`config.mk`:
```
export PLATFORM = sky130hd
export DESIGN_NAME = ov7670_capture_flat
export DESIGN_NICKNAME = d
export VERILOG_FILES = /design/src/rtl/ov7670_pkg.sv /design/src/rtl/ov7670_capture_if.sv /design/src/rtl/ov7670_byte_pairer.sv /design/src/rtl/ov7670_capture.sv /design/src/flat_wrapper.sv
export SDC_FILE = /design/constraint.sdc
export NUM_CORES = 1
export LEC_CHECK = 0
export ABC_AREA = 0
export BUFFER_PORTS_ARGS = -buffer_cell sky130_fd_sc_hd__buf_2
export CORE_ASPECT_RATIO = 0.8
export CORE_MARGIN = 2
export CORE_UTILIZATION = 40
export DETAILED_ROUTE_END_ITERATION = 10
export PLACE_DENSITY = 0.62
export SKIP_LAST_GASP = 1
export SLEW_MARGIN = 10
export SYNTH_ARGS = -nofsm -noshare
export SYNTH_HDL_FRONTEND = slang
export SYNTH_HIERARCHICAL = 1
export SYNTH_SLANG_ARGS = --single-unit
```
`constraint.sdc`:
```
create_clock -name writeClk -period 3.5 [get_ports writeClk]
set_input_delay 0 -clock writeClk [delete_from_list [all_inputs] [get_ports writeClk]]
set_output_delay 0 -clock writeClk [all_outputs]
set_load 0.01 [all_outputs]
```
`src/rtl/ov7670_pkg.sv`:
```
// Shared types and widths for the OV7670 capture path and the frame buffer write port.
package ov7670_pkg;

  localparam int unsigned X_W             = 10;
  localparam int unsigned Y_W             = 9;
  localparam int unsigned BYTE_W          = 8;
  localparam int unsigned PIX_W           = 16;
  localparam int unsigned SKIP_W          = 4;
  localparam int unsigned FRAME_CNT_W     = 8;
  localparam int unsigned H_ACTIVE_DEF    = 640;
  localparam int unsigned V_ACTIVE_DEF    = 480;
  localparam int unsigned SKIP_FRAMES_DEF = 2;

  localparam int unsigned RED_W   = 5;
  localparam int unsigned GREEN_W = 6;
  localparam int unsigned BLUE_W  = 5;

  typedef enum logic [1:0] {
    IDLE   = 2'd0,
    SYNC   = 2'd1,
    ACTIVE = 2'd2
  } capState_e;

  // RGB565 as sent by the camera: high byte first, red in the top bits
  typedef struct packed {
    logic [RED_W-1:0]   red;
    logic [GREEN_W-1:0] green;
    logic [BLUE_W-1:0]  blue;
  } rgb565_t;

  typedef struct packed {
    logic [X_W-1:0] x;
    logic [Y_W-1:0] y;
    rgb565_t        pixel;
  } pixWrite_t;

  function automatic logic [X_W-1:0] satIncX(input logic [X_W-1:0] v);
    return (v == {X_W{1'b1}}) ? v : v + X_W'(1);
  endfunction

  function automatic logic [Y_W-1:0] satIncY(input logic [Y_W-1:0] v);
    return (v == {Y_W{1'b1}}) ? v : v + Y_W'(1);
  endfunction

endpackage

```
`src/rtl/ov7670_capture_if.sv`:
```
// Frame buffer write port: one strobed pixel word with its coordinate.
interface ov7670_capture_if;
  import ov7670_pkg::*;

  logic             writeEn;
  logic [X_W-1:0]   outX;
  logic [Y_W-1:0]   outY;
  logic [PIX_W-1:0] pixelOut;

  modport master (output writeEn, outX, outY, pixelOut);
  modport slave  (input  writeEn, outX, outY, pixelOut);

endinterface

```
`src/rtl/ov7670_byte_pairer.sv`:
```
// Registers the camera bus and pairs consecutive bytes into RGB565 pixels.
module ov7670_byte_pairer
  import ov7670_pkg::*;
(
  input  logic              writeClk,
  input  logic              resetN,
  input  logic              pairEn,
  input  logic              pairClr,
  input  logic              vsync,
  input  logic              href,
  input  logic [BYTE_W-1:0] camData,
  output logic              vsQ,
  output logic              vsQQ,
  output logic              hrQ,
  output logic              hrQQ,
  output logic              bytePhase,
  output logic              pixelValid,
  output rgb565_t           pixel16
);

  logic [BYTE_W-1:0] dQ;
  logic [BYTE_W-1:0] hiByte;

  always_ff @(posedge writeClk) begin
    if (!resetN) begin
      vsQ        <= 1'b0;
      vsQQ       <= 1'b0;
      hrQ        <= 1'b0;
      hrQQ       <= 1'b0;
      dQ         <= '0;
      hiByte     <= '0;
      bytePhase  <= 1'b0;
      pixelValid <= 1'b0;
      pixel16    <= '0;
    end else begin
      vsQ        <= vsync;
      vsQQ       <= vsQ;
      hrQ        <= href;
      hrQQ       <= hrQ;
      dQ         <= camData;
      pixelValid <= 1'b0;
      // Clear wins so every line and every frame starts on a high byte
      if (pairClr) begin
        bytePhase <= 1'b0;
      end else if (pairEn && hrQ) begin
        if (!bytePhase) begin
          hiByte    <= dQ;
          bytePhase <= 1'b1;
        end else begin
          pixel16    <= {hiByte, dQ};
          pixelValid <= 1'b1;
          bytePhase  <= 1'b0;
        end
      end
    end
  end

endmodule

```
`src/rtl/ov7670_capture.sv`:
```
// OV7670 capture: frame sync, settling-frame skip, pixel coordinates and frame buffer writes.
module ov7670_capture
  import ov7670_pkg::*;
#(
  parameter int unsigned H_ACTIVE    = H_ACTIVE_DEF,
  parameter int unsigned V_ACTIVE    = V_ACTIVE_DEF,
  parameter int unsigned SKIP_FRAMES = SKIP_FRAMES_DEF
) (
  input  logic                   writeClk,
  input  logic                   resetN,
  input  logic                   captureEn,
  input  logic                   vsync,
  input  logic                   href,
  input  logic [BYTE_W-1:0]      camData,
  ov7670_capture_if.master       wr,
  output logic                   frameDone,
  output logic [FRAME_CNT_W-1:0] frameCount,
  output logic                   lineErr
);

  localparam logic [X_W-1:0] H_LIM = X_W'(H_ACTIVE);
  localparam logic [Y_W-1:0] V_LIM = Y_W'(V_ACTIVE);

  capState_e state;
  capState_e stateNext;

  logic vsQ, vsQQ, hrQ, hrQQ;
  logic bytePhase, pixelValid;
  rgb565_t pixel16;

  logic vsFall, vsRise, hrFall, capRise;
  logic capEnQ;
  logic loadSkip, decSkip, startFrame, endFrame;
  logic [SKIP_W-1:0] skipCnt;
  logic [X_W-1:0] x, xEnd;
  logic [Y_W-1:0] y;
  logic lineBad;
  logic writeEn;
  pixWrite_t wrPay;

  ov7670_byte_pairer u_pairer (
    .writeClk   (writeClk),
    .resetN     (resetN),
    .pairEn     (state == ACTIVE),
    .pairClr    ((state != ACTIVE) || hrFall),
    .vsync      (vsync),
    .href       (href),
    .camData    (camData),
    .vsQ        (vsQ),
    .vsQQ       (vsQQ),
    .hrQ        (hrQ),
    .hrQQ       (hrQQ),
    .bytePhase  (bytePhase),
    .pixelValid (pixelValid),
    .pixel16    (pixel16)
  );

  assign vsFall  = vsQQ & ~vsQ;
  assign vsRise  = ~vsQQ & vsQ;
  assign hrFall  = hrQQ & ~hrQ;
  assign capRise = captureEn & ~capEnQ;

  // The last pixel of a line lands in the same cycle as the href fall
  assign xEnd    = pixelValid ? satIncX(x) : x;
  assign lineBad = hrFall && ((xEnd != H_LIM) || bytePhase);

  always_ff @(posedge writeClk) begin
    if (!resetN) state <= IDLE;
    else         state <= stateNext;
  end

  always_comb begin
    stateNext  = state;
    loadSkip   = 1'b0;
    decSkip    = 1'b0;
    startFrame = 1'b0;
    endFrame   = 1'b0;
    case (state)
      IDLE: begin
        if (capRise) begin
          stateNext = SYNC;
          loadSkip  = 1'b1;
        end
      end
      SYNC: begin
        if (!captureEn) begin
          stateNext = IDLE;
        end else if (vsFall) begin
          if (skipCnt != '0) begin
            decSkip = 1'b1;
          end else begin
            stateNext  = ACTIVE;
            startFrame = 1'b1;
          end
        end
      end
      ACTIVE: begin
        // A started frame always runs to its vsync rise
        if (vsRise) begin
          endFrame  = 1'b1;
          stateNext = captureEn ? SYNC : IDLE;
        end
      end
      default: stateNext = IDLE;
    endcase
  end

  always_ff @(posedge writeClk) begin
    if (!resetN) begin
      capEnQ     <= 1'b0;
      skipCnt    <= '0;
      x          <= '0;
      y          <= '0;
      writeEn    <= 1'b0;
      wrPay      <= '0;
      frameDone  <= 1'b0;
      frameCount <= '0;
      lineErr    <= 1'b0;
    end else begin
      capEnQ    <= captureEn;
      writeEn   <= 1'b0;
      frameDone <= 1'b0;

      if (loadSkip)     skipCnt <= SKIP_W'(SKIP_FRAMES);
      else if (decSkip) skipCnt <= skipCnt - SKIP_W'(1);

      if (startFrame) begin
        x <= '0;
        y <= '0;
      end else if (state == ACTIVE) begin
        if (hrFall) begin
          x <= '0;
          if (!vsRise) y <= satIncY(y);
        end else if (pixelValid) begin
          x <= satIncX(x);
        end
        if (pixelValid && (x < H_LIM) && (y < V_LIM)) begin
          writeEn     <= 1'b1;
          wrPay.x     <= x;
          wrPay.y     <= y;
          wrPay.pixel <= pixel16;
        end
      end

      if (capRise) lineErr <= 1'b0;
      if ((state == ACTIVE) && lineBad) lineErr <= 1'b1;

      if (endFrame) begin
        frameDone  <= 1'b1;
        frameCount <= frameCount + FRAME_CNT_W'(1);
      end
    end
  end

  assign wr.writeEn  = writeEn;
  assign wr.outX     = wrPay.x;
  assign wr.outY     = wrPay.y;
  assign wr.pixelOut = wrPay.pixel;

endmodule

```
`src/flat_wrapper.sv`:
```
// flat-port wrapper written by rule: the top's interface ports become plain ports
module ov7670_capture_flat import ov7670_pkg::*;
#(
  parameter int unsigned H_ACTIVE    = H_ACTIVE_DEF,
  parameter int unsigned V_ACTIVE    = V_ACTIVE_DEF,
  parameter int unsigned SKIP_FRAMES = SKIP_FRAMES_DEF
)
  (writeClk, resetN, captureEn, vsync, href, camData, frameDone, frameCount, lineErr, wr_writeEn, wr_outX, wr_outY, wr_pixelOut);
  ov7670_capture_if wr_i ();
  input  logic writeClk;
  input  logic resetN;
  input  logic captureEn;
  input  logic vsync;
  input  logic href;
  input  logic [BYTE_W-1:0] camData;
  output logic frameDone;
  output logic [FRAME_CNT_W-1:0] frameCount;
  output logic lineErr;
  output wire logic [$bits(wr_i.writeEn)-1:0] wr_writeEn;
  output wire logic [$bits(wr_i.outX)-1:0] wr_outX;
  output wire logic [$bits(wr_i.outY)-1:0] wr_outY;
  output wire logic [$bits(wr_i.pixelOut)-1:0] wr_pixelOut;
  assign wr_writeEn = wr_i.writeEn;
  assign wr_outX = wr_i.outX;
  assign wr_outY = wr_i.outY;
  assign wr_pixelOut = wr_i.pixelOut;
  ov7670_capture #(.H_ACTIVE(H_ACTIVE), .V_ACTIVE(V_ACTIVE), .SKIP_FRAMES(SKIP_FRAMES)) u_core (.writeClk(writeClk), .resetN(resetN), .captureEn(captureEn), .vsync(vsync), .href(href), .camData(camData), .wr(wr_i), .frameDone(frameDone), .frameCount(frameCount), .lineErr(lineErr));
endmodule
```
==> qor.csv <==
metric,value,unit
status,"complete, no violations",
Setup Buffers After CTS,0,
Setup TNS Final,0,ns
most frequent cells in the layout,"110 x dfxtp_1, 109 x nand2_1, 58 x buf_2",
vias in the first global route,3185,
clk buf depth,2,
Hold Path Class,input pin to register,
post-synthesis register bit count,110,
end point of the critical path,u_core/wr.outX[1],
Ys Warns,6,
final hold slack,0.287,ns
number of synthesized flops with an enable pin,0,
Final Hold Vio Count,0,
# Max-Cap Violations,0,
Worst Tran Pin Value,0.965,ns
syn_nets,519,
Layout Cells excl Fill,706,
placed instance area,0.00494,mm²
Die Y,100,µm
I/O pin cnt,59,
dpl ws,1.23,ns
CP startpoint kind,register,
"Seq/Total Area, Yosys",47.5,%
H-tree depth,3,
largest net degree at the start of global routing,58,
number of buffers created by CTS,9,
Avg WL per Cell,13.7,µm
Placer Congestion,0.804,
root buffer cell,clkbuf_16,
"Primary FF master, synth",dfxtp_1,
maximum clock rate,437,MHz
routed wire length,9670,µm
final setup fails,0,
TritonCTS clock tree,yes,
post-cts sizing count,0,
Core Rows,35,
"Net count, final",571,
crit path from,u_core/state[1],
Synth Instances,501,
clock latency on the worst-skew pair,0.35,ns
RSZ-0062 raised after global routing,false,
crit path max fanout,34,
post-route cell area,0.00537,mm²
vias per cell,5.04,
"Reg clk slew, reported paths",0.07,ns
Post-Syn Area,0.00463,mm²
gr usage total,15.8,%
"Avg Cell Area, Syn",9.25,µm²
full die area,0.0125,mm²
pwr/cell area,454,mW/mm²
via count,3560,
Detail Route Antenna Nets,0,
setup ws final,1.21,ns
r2r endpoint,u_core/wr.outX[1],
die width,124,µm
Worst Setup End Kind,register,
share of layout cells above drive strength 1,17.2,%
peak supply drop,240,µV
grt total ovfl,0,
port bufs,58,
DRT iter0 DRCs,247,
CP arrival,2.55,ns
Sink Count,110,
"commonest non-fill, non-tap cell in the layout",dfxtp_1,
Slew Limit Fails,0,
Critical Path RT,3.76,ns
dpl hpwl,6520,µm
worst r2r src,u_core/state[1],
Starting Density,40.7,%
Clock Skews,0.00531,ns
total leakage power,2.20,nW
Ant. Diodes,0,
"FFs w/ async S/R, synth",0,%
DRT Pass-1 Iters,5,
hold_buf cts,11,
DP Cell Count,679,
# DRC,0,
global-route wire length before repair,15900,µm
library cells used by synthesis,55,
Tcrit/Tclk final,65.4,%
Max-slew headroom,35.5,%
Worst Reg2Reg Path Length in Cells,6,
kind of critical path,register to register,
Tmin final,2.29,ns
Area Growth Syn to Fin,15.9,%
antenna violations before repair,0,
core area,0.0114,mm²
Reg2Reg Setup Slack,1.21,ns
## how the worst min path moves through the flow
stage	from	end	slack (ns)	depth (start not counted)
after floorplan	camData[0]	u_core/u_pairer/dQ[0]	0.13	1
after global placement	camData[4]	u_core/u_pairer/dQ[4]	0.21	2
after detailed placement	camData[2]	u_core/u_pairer/dQ[2]	0.21	2
after CTS	resetN	u_core/lineErr	0.29	3
after global routing	resetN	u_core/lineErr	0.35	3
final	resetN	u_core/lineErr	0.29	3
## per-layer routing
metal | vias up | track usage (%) | share of wire, %
li1 | 1813 | - | -
met1 | 1659 | 22.2 | 52
met2 | 81 | 23.9 | 43
met3 | 7 | 4.37 | 4.5
met4 | 0 | 4.41 | 0.82
met5 | - | 0 | 0
## registers in the layout, summed over array words and instances, names as in the netlist, 4 cells and up
name                     flops
u_core/skipCnt               4
u_core/frameCount            8
u_core/y                     9
u_core/u_pairer/pixel16     16
u_core/x                    10
u_core/wr.outY               9
u_core/u_pairer/dQ           8
u_core/wr.pixelOut          16
u_core/wr.outX              10
u_core/u_pairer/hiByte       8
## cells in the mapped netlist (4+ instances only)
library cell / instances / area [µm²]
a21oi_1: 9 / 45.0
xor2_1: 11 / 96.3
o221a_2: 4 / 45.0
mux2i_1: 28 / 280
nor2_1: 22 / 82.6
nor3_1: 11 / 55.1
buf_6: 4 / 45.0
nand2_1: 109 / 409
o21ai_0: 8 / 40.0
clkbuf_1: 7 / 26.3
nand4_1: 8 / 50.1
nand3b_1: 5 / 37.5
ha_1: 5 / 62.6
a21boi_1: 30 / 225
inv_1: 4 / 15.0
and3_1: 6 / 37.5
nor2_2: 4 / 25.0
and2_1: 23 / 144
a31oi_1: 13 / 81.3
nand2b_1: 4 / 25.0
xnor2_1: 7 / 61.3
nand3_1: 8 / 40.0
buf_2: 14 / 70.1
nor2b_1: 5 / 31.3
dfxtp_1: 110 / 2200
## critical path: stages, from the launching register on
cell      delay, ns
dfxtp_1        0.48
nand2b_4       0.17
inv_2          0.23
nand3_2        0.20
a21oi_4        0.78
nand2_1        0.11
a21boi_1       0.21
## stage by stage
stage          power [W]  util, %
6_report         0.00244     47.1
5_1_grt          0.00253     47.1
4_1_cts          0.00247     47.1
3_5_place_dp     0.00136     43.4
2_1_floorplan    0.00134        -
3_3_place_gp     0.00136     43.4
## logic make-up after synthesis
group	count (synthesis)	synth area share [%]
adder cells (fa/ha/maj)	5	1.35
XOR/XNOR	18	3.40
buffers and inverters	36	4.59
AND/OR/NAND/NOR	219	23.7
AO/OA/AOI/OAI	85	13.3
multiplexers	28	6.05
flip-flops	110	47.5
## where the power goes
group          switching (W)  internal (W)
Sequential        0.00000726       0.00126
Combinational      0.0000402     0.0000348
Clock               0.000465      0.000631
Total               0.000512       0.00193
## area by class of cell
type                            count  area, µm²
Clock buffer                        9        225
Clock inverter                      7       96.3
Fill cell                        1118       6020
Inverter                            5       18.8
Multi-Input combinational cell    355       2220
Sequential cell                   110       2200
Tap cell                          148        185
Timing Repair Buffer               72        423
(Power assumes the default switching activity.)
